File: src/rtl/pc_stack_pkg.sv
// Shared constants, command encoding and priority arbitration for the
// merged program counter / return stack unit.
package pc_stack_pkg;

  localparam int OVF_WRAP = 0;
  localparam int OVF_SAT  = 1;

  typedef enum logic [2:0] {
    CMD_NONE,
    CMD_INC,
    CMD_PAGE,
    CMD_LOAD,
    CMD_CALL,
    CMD_RET
  } pc_cmd_t;

  // Hold freezes everything, so it decodes to no command at all.
  function automatic pc_cmd_t prioEncode(input logic holdEn,
                                         input logic retEn,
                                         input logic callEn,
                                         input logic loadEn,
                                         input logic pageLoadEn,
                                         input logic incEn);
    pc_cmd_t cmd;
    if (holdEn)          cmd = CMD_NONE;
    else if (retEn)      cmd = CMD_RET;
    else if (callEn)     cmd = CMD_CALL;
    else if (loadEn)     cmd = CMD_LOAD;
    else if (pageLoadEn) cmd = CMD_PAGE;
    else if (incEn)      cmd = CMD_INC;
    else                 cmd = CMD_NONE;
    return cmd;
  endfunction

endpackage

File: src/rtl/pc_stack_array.sv
// Circular return-address register file with push/pop pointer and depth count.
// Overflow policy is decided by the caller; a push while full overwrites the oldest entry.
module pc_stack_array #(
  parameter int ADDR_W = 12,
  parameter int DEPTH  = 3,
  localparam int PTR_W   = (DEPTH > 1) ? $clog2(DEPTH) : 1,
  localparam int DEPTH_W = $clog2(DEPTH + 1)
) (
  input  logic               clk,
  input  logic               rstN,
  input  logic               pushEn,
  input  logic               popEn,
  input  logic [ADDR_W-1:0]  pushData,
  output logic [ADDR_W-1:0]  topData,
  output logic [DEPTH_W-1:0] depthOut,
  output logic               full,
  output logic               empty
);

  logic [ADDR_W-1:0]  entryQ [DEPTH];
  logic [ADDR_W-1:0]  entryD [DEPTH];
  logic [PTR_W-1:0]   ptrQ, ptrD, ptrInc, ptrDec;
  logic [DEPTH_W-1:0] depthQ, depthD;

  assign ptrInc = (ptrQ == PTR_W'(DEPTH - 1)) ? '0 : ptrQ + PTR_W'(1);
  assign ptrDec = (ptrQ == '0) ? PTR_W'(DEPTH - 1) : ptrQ - PTR_W'(1);

  assign topData  = entryQ[ptrDec];
  assign depthOut = depthQ;
  assign full     = (depthQ == DEPTH_W'(DEPTH));
  assign empty    = (depthQ == '0);

  // Pop on empty still moves the pointer; depth simply refuses to go negative.
  always_comb begin
    entryD = entryQ;
    ptrD   = ptrQ;
    depthD = depthQ;
    if (pushEn) begin
      entryD[ptrQ] = pushData;
      ptrD         = ptrInc;
      if (!full) depthD = depthQ + DEPTH_W'(1);
    end else if (popEn) begin
      ptrD = ptrDec;
      if (!empty) depthD = depthQ - DEPTH_W'(1);
    end
  end

  always_ff @(posedge clk or negedge rstN) begin
    if (!rstN) begin
      for (int i = 0; i < DEPTH; i++) entryQ[i] <= '0;
      ptrQ   <= '0;
      depthQ <= '0;
    end else begin
      entryQ <= entryD;
      ptrQ   <= ptrD;
      depthQ <= depthD;
    end
  end

endmodule

File: src/rtl/pc_call_stack.sv
// Program counter merged with the subroutine return stack, one command per clock.
// Define PC_TRACE_EN to add the branchValid/branchFrom/branchTo trace outputs.
module pc_call_stack
  import pc_stack_pkg::*;
#(
  parameter int ADDR_W   = 12,
  parameter int PAGE_W   = 8,
  parameter int DEPTH    = 3,
  parameter int OVF_MODE = 0,
  localparam int DEPTH_W = $clog2(DEPTH + 1)
) (
  input  logic               clk,
  input  logic               rstN,
  input  logic               holdEn,
  input  logic               incEn,
  input  logic               pageLoadEn,
  input  logic [PAGE_W-1:0]  pageAddr,
  input  logic               loadEn,
  input  logic [ADDR_W-1:0]  loadAddr,
  input  logic               callEn,
  input  logic [ADDR_W-1:0]  callAddr,
  input  logic               retEn,
  input  logic               clrFlags,
  output logic [ADDR_W-1:0]  pcAddr,
  output logic [ADDR_W-1:0]  topAddr,
  output logic [DEPTH_W-1:0] depth,
  output logic               overflow,
  output logic               underflow
`ifdef PC_TRACE_EN
  ,
  output logic               branchValid,
  output logic [ADDR_W-1:0]  branchFrom,
  output logic [ADDR_W-1:0]  branchTo
`endif
);

  pc_cmd_t           cmd;
  logic [ADDR_W-1:0] pcQ, pcD;
  logic              ovfQ, ovfD, unfQ, unfD;
  logic              pushEn, popEn, full, empty;
  logic [ADDR_W-1:0] topData;

  assign cmd = prioEncode(holdEn, retEn, callEn, loadEn, pageLoadEn, incEn);

  // Saturate mode turns push-on-full and pop-on-empty into no-ops on the stack.
  assign pushEn = (cmd == CMD_CALL) && ((OVF_MODE == OVF_WRAP) || !full);
  assign popEn  = (cmd == CMD_RET)  && ((OVF_MODE == OVF_WRAP) || !empty);

  pc_stack_array #(
    .ADDR_W (ADDR_W),
    .DEPTH  (DEPTH)
  ) uStack (
    .clk      (clk),
    .rstN     (rstN),
    .pushEn   (pushEn),
    .popEn    (popEn),
    .pushData (pcQ),
    .topData  (topData),
    .depthOut (depth),
    .full     (full),
    .empty    (empty)
  );

  always_comb begin
    pcD = pcQ;
    unique case (cmd)
      CMD_INC:  pcD = pcQ + ADDR_W'(1);
      CMD_PAGE: pcD = {pcQ[ADDR_W-1:PAGE_W], pageAddr};
      CMD_LOAD: pcD = loadAddr;
      CMD_CALL: pcD = callAddr;
      CMD_RET:  pcD = popEn ? topData : pcQ;
      default:  pcD = pcQ;
    endcase
  end

  // A flag-setting event in the same cycle as clrFlags leaves the flag set.
  always_comb begin
    ovfD = ovfQ;
    unfD = unfQ;
    if (!holdEn) begin
      if (clrFlags) begin
        ovfD = 1'b0;
        unfD = 1'b0;
      end
      if (cmd == CMD_CALL && full)  ovfD = 1'b1;
      if (cmd == CMD_RET  && empty) unfD = 1'b1;
    end
  end

  always_ff @(posedge clk or negedge rstN) begin
    if (!rstN) begin
      pcQ  <= '0;
      ovfQ <= 1'b0;
      unfQ <= 1'b0;
    end else begin
      pcQ  <= pcD;
      ovfQ <= ovfD;
      unfQ <= unfD;
    end
  end

  assign pcAddr    = pcQ;
  assign topAddr   = topData;
  assign overflow  = ovfQ;
  assign underflow = unfQ;

`ifdef PC_TRACE_EN
  logic              branchValidQ, branchValidD;
  logic [ADDR_W-1:0] branchFromQ, branchToQ;

  assign branchValidD = (cmd == CMD_CALL) || (cmd == CMD_RET) ||
                        (cmd == CMD_LOAD) || (cmd == CMD_PAGE);

  always_ff @(posedge clk or negedge rstN) begin
    if (!rstN) begin
      branchValidQ <= 1'b0;
      branchFromQ  <= '0;
      branchToQ    <= '0;
    end else begin
      branchValidQ <= branchValidD;
      if (branchValidD) begin
        branchFromQ <= pcQ;
        branchToQ   <= pcD;
      end
    end
  end

  assign branchValid = branchValidQ;
  assign branchFrom  = branchFromQ;
  assign branchTo    = branchToQ;
`endif

endmodule
File: config.mk
export PLATFORM = sky130hd
export DESIGN_NAME = pc_call_stack
export DESIGN_NICKNAME = d
export VERILOG_FILES = /design/src/rtl/pc_stack_pkg.sv /design/src/rtl/pc_stack_array.sv /design/src/rtl/pc_call_stack.sv
export SDC_FILE = /design/constraint.sdc
export NUM_CORES = 1
export LEC_CHECK = 0
export CORE_MARGIN = 8
export CORE_UTILIZATION = 50
export DETAILED_ROUTE_END_ITERATION = 8
export PLACE_DENSITY = 0.91
export SYNTH_ARGS = -nofsm -noshare
export SYNTH_HDL_FRONTEND = slang
export SYNTH_SLANG_ARGS = --single-unit
File: constraint.sdc
create_clock -name clk -period 2.5 [get_ports clk]
set_clock_uncertainty 0.2 [all_clocks]
set_input_delay 0.625 -clock clk [delete_from_list [all_inputs] [get_ports clk]]
set_output_delay 0.625 -clock clk [all_outputs]
set_load 0.02 [all_outputs]
* Word-level counts from Yosys, hierarchy flattened *
Cells that the tools add are included.

operators by class
  add/subtract/negate cells = 5
  equality and inequality tests = 9
  reductions and logical operators = 14
  mux-type cells = 24
  bitwise operators = 4
  magnitude comparators = 3

operators by type and width
  operator                                                             number
  12-bit one-hot mux with 5 select lines                               1
  36-bit bitwise mux                                                   1
  12-bit 2-to-1 mux                                                    3
  12-bit binary-select mux with 2-bit select                           1
  12-bit demux with 2-bit select                                       1
  2-bit 2-to-1 mux                                                     10
  12-bit by 1-bit adder with 12-bit output (second input constant)     1
  3-bit 2-to-1 mux                                                     3
  3-bit by 2-bit == test with 1-bit output (second input constant)     2
  3-bit == test (second input constant)                                2
  3-bit greater-or-equal comparator (second input constant)            2
  2-bit inverter with 3-bit output                                     2
  2-bit AND reduction                                                  3
  2-bit nonzero test                                                   3
  5-bit nonzero test                                                   1
  2-bit by 1-bit adder with 2-bit output (second input constant)       2
  2-bit == test (second input constant)                                2
  2-bit logical NOT                                                    2
  1-bit 2-to-1 mux                                                     4
  2-bit inequality test (second input constant)                        2
  4-bit nonzero test                                                   1
  2-bit by 1-bit subtractor with 2-bit output (second input constant)  2
  3-bit by 1-bit == test with 1-bit output (second input constant)     1
  1-bit logical AND                                                    3
  3 further kinds                                                      4

storage, ports and cells
  flip-flop bits (word level) = 54
  word-level logic and storage cells = 68
  output and inout bits = 28

* Logic depth before layout (Yosys ltp) *
Gate-level depths: netlist (run 1).

  depth after elaboration = 10
  depth in mapped cells = 9

* Cells and area by module *
Synthesis (run 1) repeated with hierarchy kept, for this count alone.

second synthesis, totals
  cell total of the unflattened synthesis = 272
  area, all modules = 3,084.2 µm²

modules (own cells, without submodules)
  module          area each (µm²)  instances  sequential area each (µm²)  cells each
  pc_stack_array  1,939.4          1          1,001.0                     136
  pc_call_stack   1,144.8          1          350.3                       136

* Least setup slack after synthesis (run 1) *
No wires, ideal clock.

  path type = register to output
  from = register uStack.ptrQ[0]
  to = output topAddr[2]
  stages on the path, launching flop included = 7
  slack = -0.046 ns
  arrival time = 1.721 ns
  buffers on the path = 2
  cell sequence = dfrtp_1 inv_1 ha_1 buf_2 buf_2 mux2i_1 o21ai_0

between the ends
  cells in the longest elaborated chain, start to end = 6
  elaborated cells on any way between the ends = 7

ends and longest elaborated chain
  element                                                                                  RTL line              RTL
  from (decl)                                                                              pc_stack_array.sv:22  logic [PTR_W-1:0] ptrQ, ptrD, ptrInc, ptrDec;
  from (signal assigned)                                                                   pc_stack_array.sv:55  ptrQ <= ptrD;
  2-bit by 1-bit subtractor with 2-bit output / 2-bit logical NOT (equally long branches)  pc_stack_array.sv:26  assign ptrDec = (ptrQ == '0) ? PTR_W'(DEPTH - 1) : ptrQ - PTR_W'(1);
  2-bit 2-to-1 mux *                                                                       pc_stack_array.sv:26
  2-bit inverter with 3-bit output (implied by the code) *                                 pc_stack_array.sv:28  assign topData = entryQ[ptrDec];
  12-bit binary-select mux with 2-bit select *                                             pc_stack_array.sv:28
  12-bit 2-to-1 mux (implied by the code) * (2 in a row)                                   pc_stack_array.sv:28
  to (decl)                                                                                pc_call_stack.sv:25   output logic [ADDR_W-1:0] topAddr,

Every way passes the cells marked *; elsewhere a longest branch is shown, timed or not. The select of a mux whose other input is x is not followed.

* Worst setup path after layout (run 1) *
  from = register uStack.ptrQ[1]
  to = output topAddr[3]

Same word-level chain as after synthesis.

==> results of run 1 <==
==> worst max path at each step <==
stage | endpoint | slack, ps | depth (start not counted)
2_1_floorplan | topAddr[10] | 110 | 6
3_3_place_gp | topAddr[6] | -210 | 8
3_5_place_dp | topAddr[11] | -260 | 7
4_1_cts | topAddr[3] | -110 | 7
5_1_grt | topAddr[3] | -250 | 7
6_report | topAddr[3] | -190 | 7
==> metrics by stage <==
step | power [mW] | hold WS (ps) | utilization [%] | cell area, um^2
global placement | 3.18 | 262 | 69.1 | 4040
global route | 4.31 | 132 | 73.6 | 4310
finish | 4.11 | 98.1 | 73.6 | 4310
detailed placement | 3.26 | 276 | 69.1 | 4040
CTS | 3.83 | 113 | 71.4 | 4180
floorplan | 2.32 | 129 | - | 2980
==> state kept, by name (all words and copies together), names as in the netlist <==
name             flops
uStack.depthOut      2
uStack.entryQ       36
underflow            1
pcAddr              12
uStack.ptrQ          2
overflow             1
==> area by class of cell <==
type                            count  area (um^2)  share of cell area, %
Multi-Input combinational cell    204         1620                   37.6
Inverter                            9         33.8                  0.785
Tap cell                           75         93.8                   2.18
Sequential cell                    54         1350                   31.4
Clock inverter                      1         5.00                  0.116
Timing Repair Buffer              123         1120                   26.0
Clock buffer                        7         86.3                   2.01
==> cells by family (layout without fill, tap and decap cells) <==
group	Yosys count	in the layout	synth area share, %
buffers and inverters	26	140	4.45
XOR/XNOR	4	4	1.18
multiplexers	46	46	17.0
flip-flops	54	54	45.4
AO/OA/AOI/OAI	70	70	16.5
adder cells (fa/ha/maj)	4	4	1.68
AND/OR/NAND/NOR	80	80	13.9
==> per-layer routing <==
metal,routed length (um),vias up,track usage (%),share of wire [%]
met5,0,-,0,0
met1,3930,1429,26.8,40
met4,313,0,10.5,3.2
li1,-,1277,-,-
met3,748,31,4.97,7.5
met2,4930,151,37.6,50
==> worst reg2reg max path: stages, from the launching register on <==
cell,delay [ps]
dfrtp_1,390
inv_2,70
ha_4,300
buf_12,140
buf_4,130
mux2i_4,240
buf_4,140
o211ai_1,80
a222oi_1,310
o21ai_1,100
==> Yosys cell counts (4+ instances only) <==
library cell	number	area, um^2
clkbuf_1	4	15.0
a221oi_1	4	35.0
a21oi_1	8	40.0
dfrtp_1	54	1350
buf_2	7	35.0
ha_1	4	50.1
o21ai_1	9	45.0
inv_1	6	22.5
o211ai_1	6	45.0
o21ai_0	11	55.1
xor2_1	4	35.0
nand2_1	25	93.8
and2_1	5	31.3
mux2i_1	10	100
a222oi_1	6	60.1
nor2_1	17	63.8
a211oi_1	7	52.6
nor3_1	6	30.0
mux2_1	36	405
buf_4	5	37.5
nand2b_1	6	37.5
==> cell usage in the layout, fill, tap and decap left out, types with 4 or more instances in the layout <==
master,n
xor2_1,4
inv_1,4
buf_6,7
mux2i_4,4
nand2_1,24
nor3_1,6
nand2b_1,6
buf_4,55
nor2_1,17
and2_1,4
o21ai_1,11
mux2_1,36
dfrtp_1,54
mux2i_1,5
a222oi_1,6
inv_2,5
clkbuf_8,6
o21ai_0,4
o21ai_2,5
a211oi_1,5
a221oi_1,4
o211ai_1,6
clkdlybuf4s50_1,55
a21oi_1,8
==> report_power, final <==
part	internal, mW	switching, mW
registers	1.20	0.311
clock network	0.224	0.279
logic	1.10	0.997
total	2.52	1.59
==> timing repair <==
item / in CTS / in global routing
buffers inserted: 1 / 7
endpoints found under the setup margin: 12 / 12
hold buffers: 0 / 0
gates resized for setup: 77 / 20
pin swaps: 2 / 3
hold endpoints to repair: 0 / 0
==> key figures, run 1 <==
Routing
  • DR pass1 iterations: 6
  • Total wire length: 9.92 mm
  • Routed length per instance: 21.0 um
  • Antenna viol nets, final: 0
  • Number of remaining DRC errors: 0
  • DRT iter0 DRCs: 211
  • Routed vias: 2888
  • Via density: 6.11

Die
  • Die W: 93.2 um
  • Core area: 0.00585 mm^2
  • Site Rows: 28
  • Top Ports: 69
  • Die area: 0.00868 mm^2
  • Initial Util: 50.9%
  • DIE HEIGHT: 93.2 um

STA
  • Final period utilization: 108%
  • Final Hold Vio Count: 0
  • Setup tns final: -908 ps
  • Worst slew margin: 61.4%
  • Final setup fails: 12
  • Final Worst Setup Slack: -192 ps
  • RSZ-0062 raised after global routing: yes
  • Min Tclk post-route: 2690 ps
  • Max Slew Vio Count: 0
  • Worst-Margin Slew: 578 ps
  • Maximum clock rate: 0.371 GHz

Worst setup path
  • Critical-path top delay cell: dfrtp_1
  • CP required: 1670 ps
  • Worst Path Max Fanout: 8
  • Startpoint Class: flop
  • Crit-path cells: inv_2 -> ha_4 -> buf_12 -> mux2i_4 -> a2bb2oi_2 -> inv_1 -> buf_6
  • Arrival @ worst endpoint: 1870 ps
  • Reg2reg setup slack: 290 ps
  • Worst setup path startpoint: uStack.ptrQ[1]$_DFFE_PN0P_
  • R2R Path End: pcAddr[1]$_DFFE_PN0P_
  • Reg2reg start: uStack.ptrQ[1]$_DFFE_PN0P_
  • Max incr delay on CP: 390 ps
  • Crit path buf inv count: 4
  • R2R cell count: 9
  • WS Path Type: flop to output port
  • Worst setup EP type: output port
  • CP delay by family, top: buffers and inverters

Placement
  • Dpl hpwl: 7.00 mm
  • Placed cell count: 457
  • Gpl congestion: 0.894
  • Port Buffers: 68
  • Setup Slack @ Placement: -261 ps

Cells and area
  • Antenna Cells: 0
  • Layout cell share with drive strength beyond 1: 26.4%
  • FILL cells: 392
  • Non-filler cells, final: 473
  • Nets@finish: 442
  • Syn-to-layout area delta: 44.5%

Synth
  • Async S/R FF share, synth: 100%
  • Avg Cell Area, Syn: 10.5 um^2
  • Distinct cell type count after synthesis: 50
  • Synth Cell Area: 0.00298 mm^2
  • Ys flop type: dfrtp_1
  • Synth Instances: 284
  • Seq/Total Area, Yosys: 45.4%
  • Syn_nets: 329
  • Number of synthesized register bits: 54
  • Post-synth EDFFs: 0
  • Synth warn: 0

GRT
  • Vias in the first global route: 3034
  • Largest net degree at the start of global routing: 32
  • Initial antenna violation count: 0
  • First-pass GRT wire length: 15.4 mm
  • Total GRT Usage: 22.4%
  • Congestion Overflow GR: 0

Hold path
  • Hold Path Class: input port to async pin

Clock network
  • Num Clock Sinks: 54
  • Max H-tree Level: 2
  • CTS tree: built
  • Clock root buffer: clkbuf_8
  • Worst-path clk slew: 90 ps
  • Clk_lat worst skew: 310 ps
  • CTS Buf Count: 5
  • CTS Buffer Depth: 2

Pwr
  • Peak VDD IR: 669 uV
  • Leakage: 1.93 nW
  • Pwr Density: 954 mW/mm^2

Outcome
  • Outcome: finished with violations
  • Failing checks: negative setup slack

Run
  • Max cap viols: 0
Power figures use the tool's default switching activity.
==> inputs of run 2 (changes only) <==
Settings changed: CORE_MARGIN 8 to not set.
Clock period 2.5 ns to 3 ns, I/O delays scaled along.
==> key figures, run 2 (same netlist as run 1, synthesis figures left out) <==
STA
  • Final Hold Vio Count: 0
  • Final Worst Setup Slack: 39.8 ps
  • Max Slew Vio Count: 0
  • Final setup fails: 0
  • Setup tns final: 0 ps
  • Worst-Margin Slew: 621 ps
  • Worst slew margin: 58.6%
  • Maximum clock rate: 0.338 GHz
  • Final period utilization: 98.7%
  • RSZ-0062 raised after global routing: yes
  • Min Tclk post-route: 2960 ps

GRT
  • Vias in the first global route: 2685
  • First-pass GRT wire length: 13.7 mm
  • Total GRT Usage: 29.0%
  • Initial antenna violation count: 0
  • Congestion Overflow GR: 0
  • Largest net degree at the start of global routing: 29

Worst setup path
  • Startpoint Class: flop
  • Worst setup path startpoint: uStack.ptrQ[1]$_DFFE_PN0P_
  • Worst Path Max Fanout: 5
  • Crit-path cells: inv_1 -> ha_4 -> buf_4 -> mux2i_1 -> a2bb2oi_2 -> inv_1 -> dlygate4sd2_1
  • WS Path Type: flop to output port
  • Critical-path top delay cell: dfrtp_1
  • Worst setup EP type: output port
  • CP dominant cell by count: inv_1
  • CP required: 2050 ps
  • CP delay by family, top: buffers and inverters
  • Reg2reg start: uStack.ptrQ[1]$_DFFE_PN0P_
  • Arrival @ worst endpoint: 2010 ps
  • Max incr delay on CP: 390 ps
  • Crit path buf inv count: 4
  • CP Depth: 7
  • R2R cell count: 9

Routing
  • Antenna viol nets, final: 0
  • DR pass1 iterations: 4
  • Total wire length: 8.51 mm
  • DR top layer: met4
  • Number of remaining DRC errors: 0
  • Routed length on met2: 4.09 mm
  • Metal1 wirelength: 3.47 mm
  • Met3 wire length: 698 um
  • DRT iter0 DRCs: 367
  • Routed vias: 2725
  • Via density: 6.14
  • Routed length per instance: 19.2 um

Placement
  • Post-DP Area: 0.00385 mm^2
  • Setup Slack @ Placement: 28.1 ps
  • Dpl hpwl: 6.33 mm
  • Gpl congestion: 0.989
  • Port Buffers: 68

Pwr
  • Power consumption: 2.97 mW
  • Pwr Density: 748 mW/mm^2
  • Peak VDD IR: 464 uV
  • Leakage: 1.79 nW

Clock network
  • # hold bufs at CTS: 0
  • Num Clock Sinks: 54
  • CTS Buffer Depth: 2
  • CTS tree: built
  • Clk_lat worst skew: 310 ps
  • CTS Buf Count: 5
  • Worst-path clk slew: 90 ps
  • Clock root buffer: clkbuf_8
  • Max H-tree Level: 2

Cells and area
  • Layout cell share with drive strength beyond 1: 15.1%
  • Most flops, register: uStack.entryQ
  • Antenna Cells: 0
  • Syn-to-layout area delta: 33.1%
  • FF+latch area: 0.00135 mm^2
  • Area of the multi-input gates: 0.00152 mm^2
  • Number of flip-flops in the largest register: 36
  • Commonest cells after routing, fill and taps aside: clkdlybuf4s50_1, dfrtp_1, mux2_1, buf_4, nand2_1
  • FILL cells: 411
  • Commonest non-fill, non-tap cell in the layout: clkdlybuf4s50_1
  • Design Area, Final: 0.00397 mm^2
  • Fin util: 70.7%
  • Nets@finish: 416

Outcome
  • Outcome: completed

Die
  • Die area: 0.00627 mm^2
  • Die W: 79.2 um
  • Core area: 0.00561 mm^2
  • Top Ports: 69
  • DIE HEIGHT: 79.2 um
  • Site Rows: 27
  • Initial Util: 53.1%

Run
  • Max cap viols: 0

Hold path
  • Hold Path Class: input port to async pin
## run 2: metal layers
layer | up-vias | global-route usage, %
met1 | 1332 | 38.6
met3 | 26 | 4.60
met4 | 0 | 13.3
met2 | 140 | 46.6
met5 | - | 0
li1 | 1227 | -
## run 2: final timing paths
kind | end | slack [ps]
worst max-delay path | topAddr[3] | 40
worst min-delay path | uStack.entryQ[1]$_DFFE_PN0P_ | 250
worst max register to register | pcAddr[3]$_DFFE_PN0P_ | 820
worst min register to register | underflow$_DFFE_PN0P_ | 290
max in group asynchronous | pcAddr[10]$_DFFE_PN0P_ | 1770
min in group clk | underflow$_DFFE_PN0P_ | 290
## run 2: cell type report
class | instances | share of cell area [%]
Multi-Input combinational cell | 204 | 38.4
Sequential cell | 54 | 34.1
Timing Repair Buffer | 97 | 22.1
Tap cell | 72 | 2.27
Clock buffer | 7 | 2.18
Inverter | 9 | 0.852
Clock inverter | 1 | 0.126
## run 2: stage by stage
stage	hold WS [ps]	instances
finish	250	444
detailed placement	269	432
global placement	261	432
global route	284	444
floorplan	250	284
CTS	261	440
## run 2: report_power, final
group          total, mW  internal, mW  switching [mW]
Sequential          1.23         0.997           0.238
Combinational       1.32         0.637           0.679
Clock              0.415         0.187           0.228
## run 2: what timing repair did
item | in CTS | in global routing
resized for setup | 17 | 21
cloned | 0 | 0
buffers inserted | 0 | 4
setup endpoints to repair | 12 | 12
